===== src/rtl/instr_fetch.sv =====
// Instruction fetch front end for a synchronous-read instruction memory.
// It drives the fetch address and tracks the one-cycle read latency with an
// inflight flag. Returned words go into a small FIFO, which presents
// {instr, pc} to decode over a valid/ready handshake. A redirect flushes
// every buffered and in-flight wrong-path fetch.
// Optional feature: define IFETCH_STALL_CNT_EN to add the perf_bubble_cnt
// output, a saturating count of clock edges where out_valid is low.
module instr_fetch #(
  parameter logic [15:0] RESET_PC  = 16'h0000,
  parameter int unsigned BUF_DEPTH = 2
) (
  input  logic        clk,
  input  logic        rst,
  output logic [15:0] imem_addr,
  input  logic [31:0] imem_rdata,
  output logic        out_valid,
  input  logic        out_ready,
  output logic [31:0] out_instr,
  output logic [15:0] out_pc,
  input  logic        redirect_valid,
  input  logic [15:0] redirect_pc
`ifdef IFETCH_STALL_CNT_EN
  ,
  output logic [31:0] perf_bubble_cnt
`endif
);

  localparam int unsigned PtrW = (BUF_DEPTH > 1) ? $clog2(BUF_DEPTH) : 1;
  localparam int unsigned CntW = PtrW + 1;
  localparam int unsigned OccW = CntW + 1;

  logic [15:0]     r_fetch_pc;
  logic            r_inflight;
  logic [15:0]     r_pc_q;
  logic [CntW-1:0] r_count;
  logic [PtrW-1:0] r_rd_ptr;
  logic [PtrW-1:0] r_wr_ptr;
  logic [31:0]     r_mem_instr [BUF_DEPTH];
  logic [15:0]     r_mem_pc    [BUF_DEPTH];

  logic            w_pop;
  logic            w_push;
  logic            w_issue;
  logic [OccW-1:0] w_occ;
  logic            w_unused_bits;

  // Low address bits of a redirect target are ignored (word-aligned fetch).
  assign w_unused_bits = ^redirect_pc[1:0];

  assign imem_addr = r_fetch_pc;

  // Handshake and issue decisions. A redirect blocks pop, push and issue.
  always_comb begin
    out_valid = (r_count != '0) && !redirect_valid;
    w_pop     = out_valid && out_ready;
    w_push    = r_inflight && !redirect_valid;
    // Occupancy after this edge, counting the in-flight word; pop implies
    // count >= 1, so this never underflows.
    w_occ     = OccW'(r_count) + OccW'(r_inflight) - OccW'(w_pop);
    w_issue   = !redirect_valid && (w_occ < OccW'(BUF_DEPTH));
  end

  // The head entry drives decode directly, so it stays stable while stalled.
  always_comb begin
    out_instr = r_mem_instr[r_rd_ptr];
    out_pc    = r_mem_pc[r_rd_ptr];
  end

  // Fetch address, inflight tracking and the pc of the outstanding read.
  always_ff @(posedge clk or posedge rst) begin
    if (rst) begin
      r_fetch_pc <= RESET_PC;
      r_inflight <= 1'b0;
      r_pc_q     <= 16'h0000;
    end else if (redirect_valid) begin
      r_fetch_pc <= {redirect_pc[15:2], 2'b00};
      r_inflight <= 1'b0;
    end else if (w_issue) begin
      r_fetch_pc <= r_fetch_pc + 16'd4;
      r_inflight <= 1'b1;
      r_pc_q     <= r_fetch_pc;
    end else begin
      r_inflight <= 1'b0;
    end
  end

  // FIFO pointers and occupancy; a redirect empties the FIFO.
  always_ff @(posedge clk or posedge rst) begin
    if (rst) begin
      r_count  <= '0;
      r_rd_ptr <= '0;
      r_wr_ptr <= '0;
    end else if (redirect_valid) begin
      r_count  <= '0;
      r_rd_ptr <= '0;
      r_wr_ptr <= '0;
    end else begin
      if (w_push) begin
        r_wr_ptr <= r_wr_ptr + PtrW'(1);
      end
      if (w_pop) begin
        r_rd_ptr <= r_rd_ptr + PtrW'(1);
      end
      case ({w_push, w_pop})
        2'b10:   r_count <= r_count + CntW'(1);
        2'b01:   r_count <= r_count - CntW'(1);
        default: r_count <= r_count;
      endcase
    end
  end

  // FIFO storage. It is cleared on reset so the head reads as zero.
  always_ff @(posedge clk or posedge rst) begin
    if (rst) begin
      for (int i = 0; i < int'(BUF_DEPTH); i++) begin
        r_mem_instr[i] <= 32'h0;
        r_mem_pc[i]    <= 16'h0;
      end
    end else if (w_push) begin
      r_mem_instr[r_wr_ptr] <= imem_rdata;
      r_mem_pc[r_wr_ptr]    <= r_pc_q;
    end
  end

`ifdef IFETCH_STALL_CNT_EN
  logic [31:0] r_bubble_cnt;

  // Count decode-side bubbles and saturate instead of wrapping.
  always_ff @(posedge clk or posedge rst) begin
    if (rst) begin
      r_bubble_cnt <= 32'h0;
    end else if (!out_valid && (r_bubble_cnt != 32'hFFFF_FFFF)) begin
      r_bubble_cnt <= r_bubble_cnt + 32'd1;
    end
  end

  assign perf_bubble_cnt = r_bubble_cnt;
`endif

endmodule

===== config.mk =====
export PLATFORM = sky130hd
export DESIGN_NAME = instr_fetch
export DESIGN_NICKNAME = d
export VERILOG_FILES = /design/src/rtl/instr_fetch.sv
export SDC_FILE = /design/constraint.sdc
export NUM_CORES = 1
export LEC_CHECK = 0
export BUFFER_PORTS_ARGS = -buffer_cell sky130_fd_sc_hd__buf_4
export CAP_MARGIN = 20
export CORE_AREA = 2 2 105 107
export CTS_CLUSTER_DIAMETER = 30
export DETAILED_ROUTE_END_ITERATION = 12
export DIE_AREA = 0 0 107 109
export GPL_ROUTABILITY_DRIVEN = 0
export GPL_TIMING_DRIVEN = 0
export MAX_ROUTING_LAYER = met4
export PLACE_DENSITY = 0.87
export REMOVE_ABC_BUFFERS = 1
export SYNTH_ARGS = -nofsm -noshare
export SYNTH_HDL_FRONTEND = slang
export SYNTH_SLANG_ARGS = --single-unit

===== constraint.sdc =====
create_clock -name clk -period 5.3 [get_ports clk]
set_input_delay 0.795 -clock clk [delete_from_list [all_inputs] [get_ports clk]]
set_output_delay 0.795 -clock clk [all_outputs]
set_load 0.02 [all_outputs]

==> impl_metrics.tcl, run 1 <==
set metrics [dict create \
    status "finished clean" \
    p_leak_nw 3.180 \
    cts_root_buffer "clkbuf_8" \
    tightestPinTransition_ps 766.3 \
    cts_tree "done" \
    yosys-top-cells-area "dfrtp_1 57%, mux2_2 31%, o21ai_0 1.3%" \
    final_nets 567 \
    synth_seq_cells 125 \
    grt_pass1_wl_um 17840 \
    placed_cell_area_sq_um 6568 \
    critPathArrivalTime_ps 3920 \
    clock_path_buffers 2 \
    async_flop_share_pct 100.0 \
    port_buffers 110 \
    synth_top_cell_area_share_pct 56.63 \
    antenna_found_initial 0 \
    syn-cell-area_sq_um 5524 \
    syn_avg_cell_area_sq_um 13.95 \
    ir_drop_mv 0.2509 \
    power_mw 4.192 \
    worst-setup-path-type "reg2reg" \
    ys_top_cells_by_count "152 x mux2_2, 125 x dfrtp_1, 16 x nand2_1" \
    ant_nets 0 \
    cts_buffers 17 \
    routed_via_density 5.329 \
    syn2layout_area_growth_pct 29.20 \
    p_per_area_nw_per_um2 587.4 \
    grt-ovfl-total 0 \
    max_slew_margin_pct 48.69 \
    fin_crit_ps 3491 \
    critical_path_peak_fanout 7 \
    wl_um 11250 \
    htree_levels 4 \
    numClockSinks 125 \
    synth_cells 396 \
    crit_required_ps 5730 \
    synth_ff_type "dfrtp_1" \
    rsz0062_at_grt "no" \
    grt_pass1_vias 3690 \
    setup_violations 0 \
    drive_gt1_share_pct 57.52 \
    dp_hpwl_um 7633 \
    drt_iter0_markers 164 \
    grt_use_total_pct 20.68 \
    path_clk_slew_ps 60 \
    core_region_area_sq_um 10600 \
    yosysTopAreaCell "dfrtp_1" \
    yosys_warnings 0 \
    die_area_sq_um 11660 \
    route.detailed.drc 0 \
    reg2reg_slack_ps 1810 \
    die_x_um 107 \
    io-pin-count 117 \
    clock_latency_ps 520 \
    ctsHoldBuffers 0 \
    holdWs_ps 348.8 \
    cts_resized 0 \
    max_freq_mhz 286.4 \
    startpoint_type "flip-flop" \
    initial_core_util_pct 52.10 \
    synth.distinct_cells 33 \
    synth_edf_count 0 \
    first_pass_iters 4 \
    end_kind "flip-flop" \
    fin_skew_ps 7.566 \
    finalInstanceArea_sq_um 7137 \
    ys_seq_area_share_pct 56.63 \
    hp-class "in2async" \
    tns_ps 0 \
    die_h_um 109 \
    post_drt_wl_per_cell_um 16.92 \
    via_count 3544 \
    placed_cells 633 \
    antenna_cells 0 \
    grt_max_degree 65 \
    stdcell_count 665 \
    hold_viol_final 0 \
    post_cts_buffers 0 \
    finalCritPeriodShare_pct 65.87 \
    max_cap_violations 0 \
    rows 38 \
    yosysMostFrequentCell "mux2_2" \
    slew_viol_final 0 \
]
-- layer usage --
| layer | global-route usage, % | share of wire [%] | vias to the layer above | wire length, um |
|---|---|---|---|---|
| li1 | - | - | 1646 | - |
| met1 | 25.08 | 43 | 1776 | 4889 |
| met2 | 33.67 | 50 | 105 | 5630 |
| met3 | 5.081 | 4.9 | 17 | 555 |
| met4 | 8.071 | 1.6 | 0 | 178 |
| met5 | - | 0 | - | 0 |
-- worst paths after layout --
check / from / to / cells after the start
max: r_count[1] / imem_addr[15] / 9
min: rst / r_mem_instr[7] / 2
max in group asynchronous: rst / r_mem_pc[5] / 3
min in group clk: redirect_pc[2] / imem_addr[2] / 3
max reg2reg: r_count[1] / imem_addr[15] / 9
min reg2reg: r_mem_instr[54] / r_mem_instr[54] / 1
-- flip-flops by register name, summed over array words and instances, names as in the netlist --
name         count
r_count          2
r_inflight       1
r_pc_q          14
r_wr_ptr         1
r_rd_ptr         1
r_mem_pc        28
r_mem_instr     64
imem_addr       14
-- report_power, final --
group	internal (mW)	switching [mW]	total, mW
combinational	0.819	0.666	1.49
clock	0.715	0.386	1.10
sequential	1.37	0.234	1.61
-- area by class of cell --
| cell class | instances | area, sq um |
|---|---|---|
| Clock buffer | 25 | 484.2 |
| Clock inverter | 7 | 85.08 |
| Fill cell | 754 | 3466 |
| Inverter | 5 | 23.77 |
| Multi-Input combinational cell | 245 | 2286 |
| Sequential cell | 125 | 3129 |
| Tap cell | 140 | 175.2 |
| Timing Repair Buffer | 118 | 953.4 |
-- worst max-delay path: stages, from the launching register on --
cell and delay, ps:
dfrtp_1 480, nor2_1 100, nor3_1 280, ha_1 290
nand2b_1 150, fa_1 530, nand3_1 140, or4b_1 670
or4_1 550, a31oi_1 210
-- placed cells by master (no fill, tap or decap), types with 3 or more instances in the layout --
cell / count
clkinv_2: 5
nand2b_1: 3
buf_4: 110
or3_1: 3
dfrtp_1: 124
a31oi_1: 4
xnor2_1: 8
nand2_1: 16
xor2_1: 3
clkbuf_16: 16
buf_6: 4
clkbuf_1: 4
clkbuf_8: 5
conb_1: 4
inv_1: 3
nor2_1: 10
nor3_1: 4
mux2_2: 152
o21ai_0: 14
-- cell families (layout without fill, tap and decap cells) --
| logic type | count (synthesis) | in the layout | synth area share, % |
|---|---|---|---|
| fa+ha+maj | 3 | 3 | 0.8153 |
| buf+inv | 29 | 155 | 2.378 |
| mux | 154 | 154 | 31.35 |
| other cells | 1 | 4 | 0.06789 |
| simple gates | 50 | 50 | 4.598 |
| xor+xnor | 11 | 11 | 1.744 |
| flops | 125 | 125 | 56.63 |
| compound gates | 23 | 23 | 2.424 |
-- per-stage QoR --
step                      util, %  worst slack (ps)
after CTS                   67.31              1807
after detailed placement    61.94              1299
after floorplan                 -             484.8
after global placement      60.59             -2277
final                       67.31              1809
after global routing        67.31              1529
Note: power is estimated with default switching activity, not from simulation.
==> run 2, diff against run 1 <==
- ABC_AREA: not set -> 1
- CORE_AREA: 2 2 105 107 -> 2 2 113 115
- DIE_AREA: 0 0 107 109 -> 0 0 115 117
- PLACE_DENSITY: 0.87 -> 0.85
- clock period: 5.3 -> 3.13 ns (I/O delays scaled with it)
==> impl_metrics.tcl, run 2 <==
set metrics [dict create \
    slew_viol_final 0 \
    drive_gt1_share_pct 31.43 \
    worst-setup-path-type "reg2reg" \
    max_slew_margin_pct 38.40 \
    ir_drop_mv 0.4554 \
    synth_ff_type "dfrtp_1" \
    htree_levels 4 \
    startpoint_type "flip-flop" \
    die_h_um 117 \
    setup_violations 0 \
    numClockSinks 125 \
    via_count 4489 \
    clock_path_buffers 2 \
    finalInstanceArea_sq_um 7405 \
    core_region_area_sq_um 12310 \
    grt_use_total_pct 19.70 \
    die_x_um 115 \
    io-pin-count 117 \
    synth_seq_cells 125 \
    ant_nets 0 \
    regMostFlops "r_mem_instr" \
    final_cell_mix "171 x nand2_1, 124 x dfrtp_1, 110 x buf_4" \
    hp-class "in2async" \
    critPathArrivalTime_ps 3140 \
    yosys_warnings 0 \
    grt_max_degree 100 \
    async_flop_share_pct 100.0 \
    rows 41 \
    synth.distinct_cells 31 \
    initial_core_util_pct 48.97 \
    post_drt_wl_per_cell_um 13.32 \
    largest_reg_flops 64 \
    synth_cells 644 \
    p_leak_nw 3.815 \
    cts_buffers 17 \
    synth_edf_count 0 \
    final_nets 799 \
    wl_um 12040 \
    p_per_area_nw_per_um2 1075 \
    ys_seq_area_share_pct 51.88 \
    synth_top_cell_area_share_pct 51.88 \
    finalCritPeriodShare_pct 90.88 \
    placed_cell_area_sq_um 6853 \
    max_freq_mhz 351.5 \
    grt_pass1_wl_um 20310 \
    critical_path_peak_fanout 27 \
    tns_ps 0 \
    n_fill_cell 1082 \
    yosysTopAreaCell "dfrtp_1" \
    hold_viol_final 0 \
    route.detailed.drc 0 \
    routed_via_density 4.966 \
    drt_iter0_markers 337 \
    utilization_pct 60.14 \
    cts_tree "done" \
    syn-cell-area_sq_um 6030 \
    grt-ovfl-total 0 \
    die_area_sq_um 13460 \
    top_regs "r_mem_instr (64), r_mem_pc (28)" \
    syn2layout_area_growth_pct 22.81 \
    yosys-top-cells-area "dfrtp_1 52%, nand2_1 11%, mux2_2 8.6%" \
    ctsHoldBuffers 0 \
    crit_required_ps 3430 \
    status "finished clean" \
    end_kind "flip-flop" \
    clock_latency_ps 410 \
    rsz0062_at_grt "no" \
    syn_avg_cell_area_sq_um 9.363 \
    final_common_cell "nand2_1" \
    port_buffers 110 \
    first_pass_iters 4 \
    max_cap_violations 0 \
    fin_skew_ps 14.49 \
    yosysMostFrequentCell "nand2_1" \
    power_mw 7.959 \
    cts_root_buffer "clkbuf_16" \
    path_clk_slew_ps 50 \
    tightestPinTransition_ps 923.9 \
    antenna_found_initial 0 \
    antenna_cells 0 \
    dp_hpwl_um 7891 \
    ys_top_cells_by_count "172 x nand2_1, 125 x dfrtp_1, 82 x inv_1" \
    grt_pass1_vias 4372 \
    fin_crit_ps 2845 \
]
==> run 2: cell types whose count changed in the layout (fill, tap and decap cells not counted), sizes merged, moves of 5 or more <==
cell | before | now
mux2 | 152 | 46
nor2 | 10 | 17
xnor2 | 8 | 1
nand3 | 3 | 32
inv | 4 | 85
nand2 | 16 | 177
buf | 118 | 113
o21ai | 14 | 108
==> run 2: path summary, 6_finish.rpt <==
path,depth (start not counted),start,slack [ps],end
worst max-delay path,11,r_count[1],290,r_pc_q[2]
worst min-delay path,2,rst,20,r_mem_instr[18]
worst max register to register,11,r_count[1],290,r_pc_q[2]
worst min register to register,2,r_mem_pc[4],480,r_mem_pc[4]
max in group asynchronous,3,rst,2350,r_mem_pc[10]
min in group clk,3,redirect_pc[6],270,imem_addr[6]
==> run 2: routing by layer <==
layer  part of all wire, %  vias up  GRT usage (%)  routed length, um
li1                      -     2251              -                  -
met1                    47     2104          25.26               5601
met2                    47      123          31.02               5691
met3                   5.0       11          4.274                596
met4                   1.2        0          7.309                148
met5                     0        -              -                  0
==> run 2: cell type report <==
cell class / instances / area (sq um) / share of cell area [%]
clock buffer: 22 / 484.2 / 6.539
clock inverter: 7 / 65.06 / 0.8787
inverter: 85 / 331.6 / 4.478
multi-input combinational: 402 / 2306 / 31.14
sequential: 125 / 3129 / 42.26
tap: 150 / 187.7 / 2.535
timing repair buffer: 113 / 900.9 / 12.17
==> run 2: timing repair <==
item,4_1_cts,5_1_grt
resized for setup,0,1
endpoints found under the setup margin,0,1
hold endpoints to repair,0,0
buffers inserted,0,0
==> run 2: power breakdown <==
part           switching [mW]  internal [mW]  leakage, nW
sequential              0.486           2.35         1.58
combinational            1.88           1.44         1.96
clock                   0.648           1.15        0.270
==> run 2: through the flow <==
stage	hold slack [ps]	worst slack (ps)	cells
5_1_grt	27.16	31.06	904
6_report	23.83	285.4	904
2_1_floorplan	447.6	-667.1	612
3_3_place_gp	458.5	-2006	872
4_1_cts	18.21	228.0	904
3_5_place_dp	443.5	53.82	875
==> run 2: kinds of logic after synthesis <==
kind of cell | count (synthesis) | share of synthesized area, %
adder cells (fa/ha/maj) | 3 | 0.7470
AO/OA/AOI/OAI | 116 | 11.77
XOR/XNOR | 4 | 0.5811
other | 1 | 0.06219
multiplexers | 46 | 8.591
buffers and inverters | 120 | 10.27
AND/OR/NAND/NOR | 229 | 16.10
flip-flops | 125 | 51.88
==> run 2: worst max-delay path: stages (launching register included) <==
cell and delay, ps:
dfrtp_1 440, inv_1 80, nand2_1 150, nand3_2 110
inv_1 100, ha_1 230, or2_2 310, fa_1 580
nand3_4 300, inv_6 240, nand2_1 90, o21a_1 110
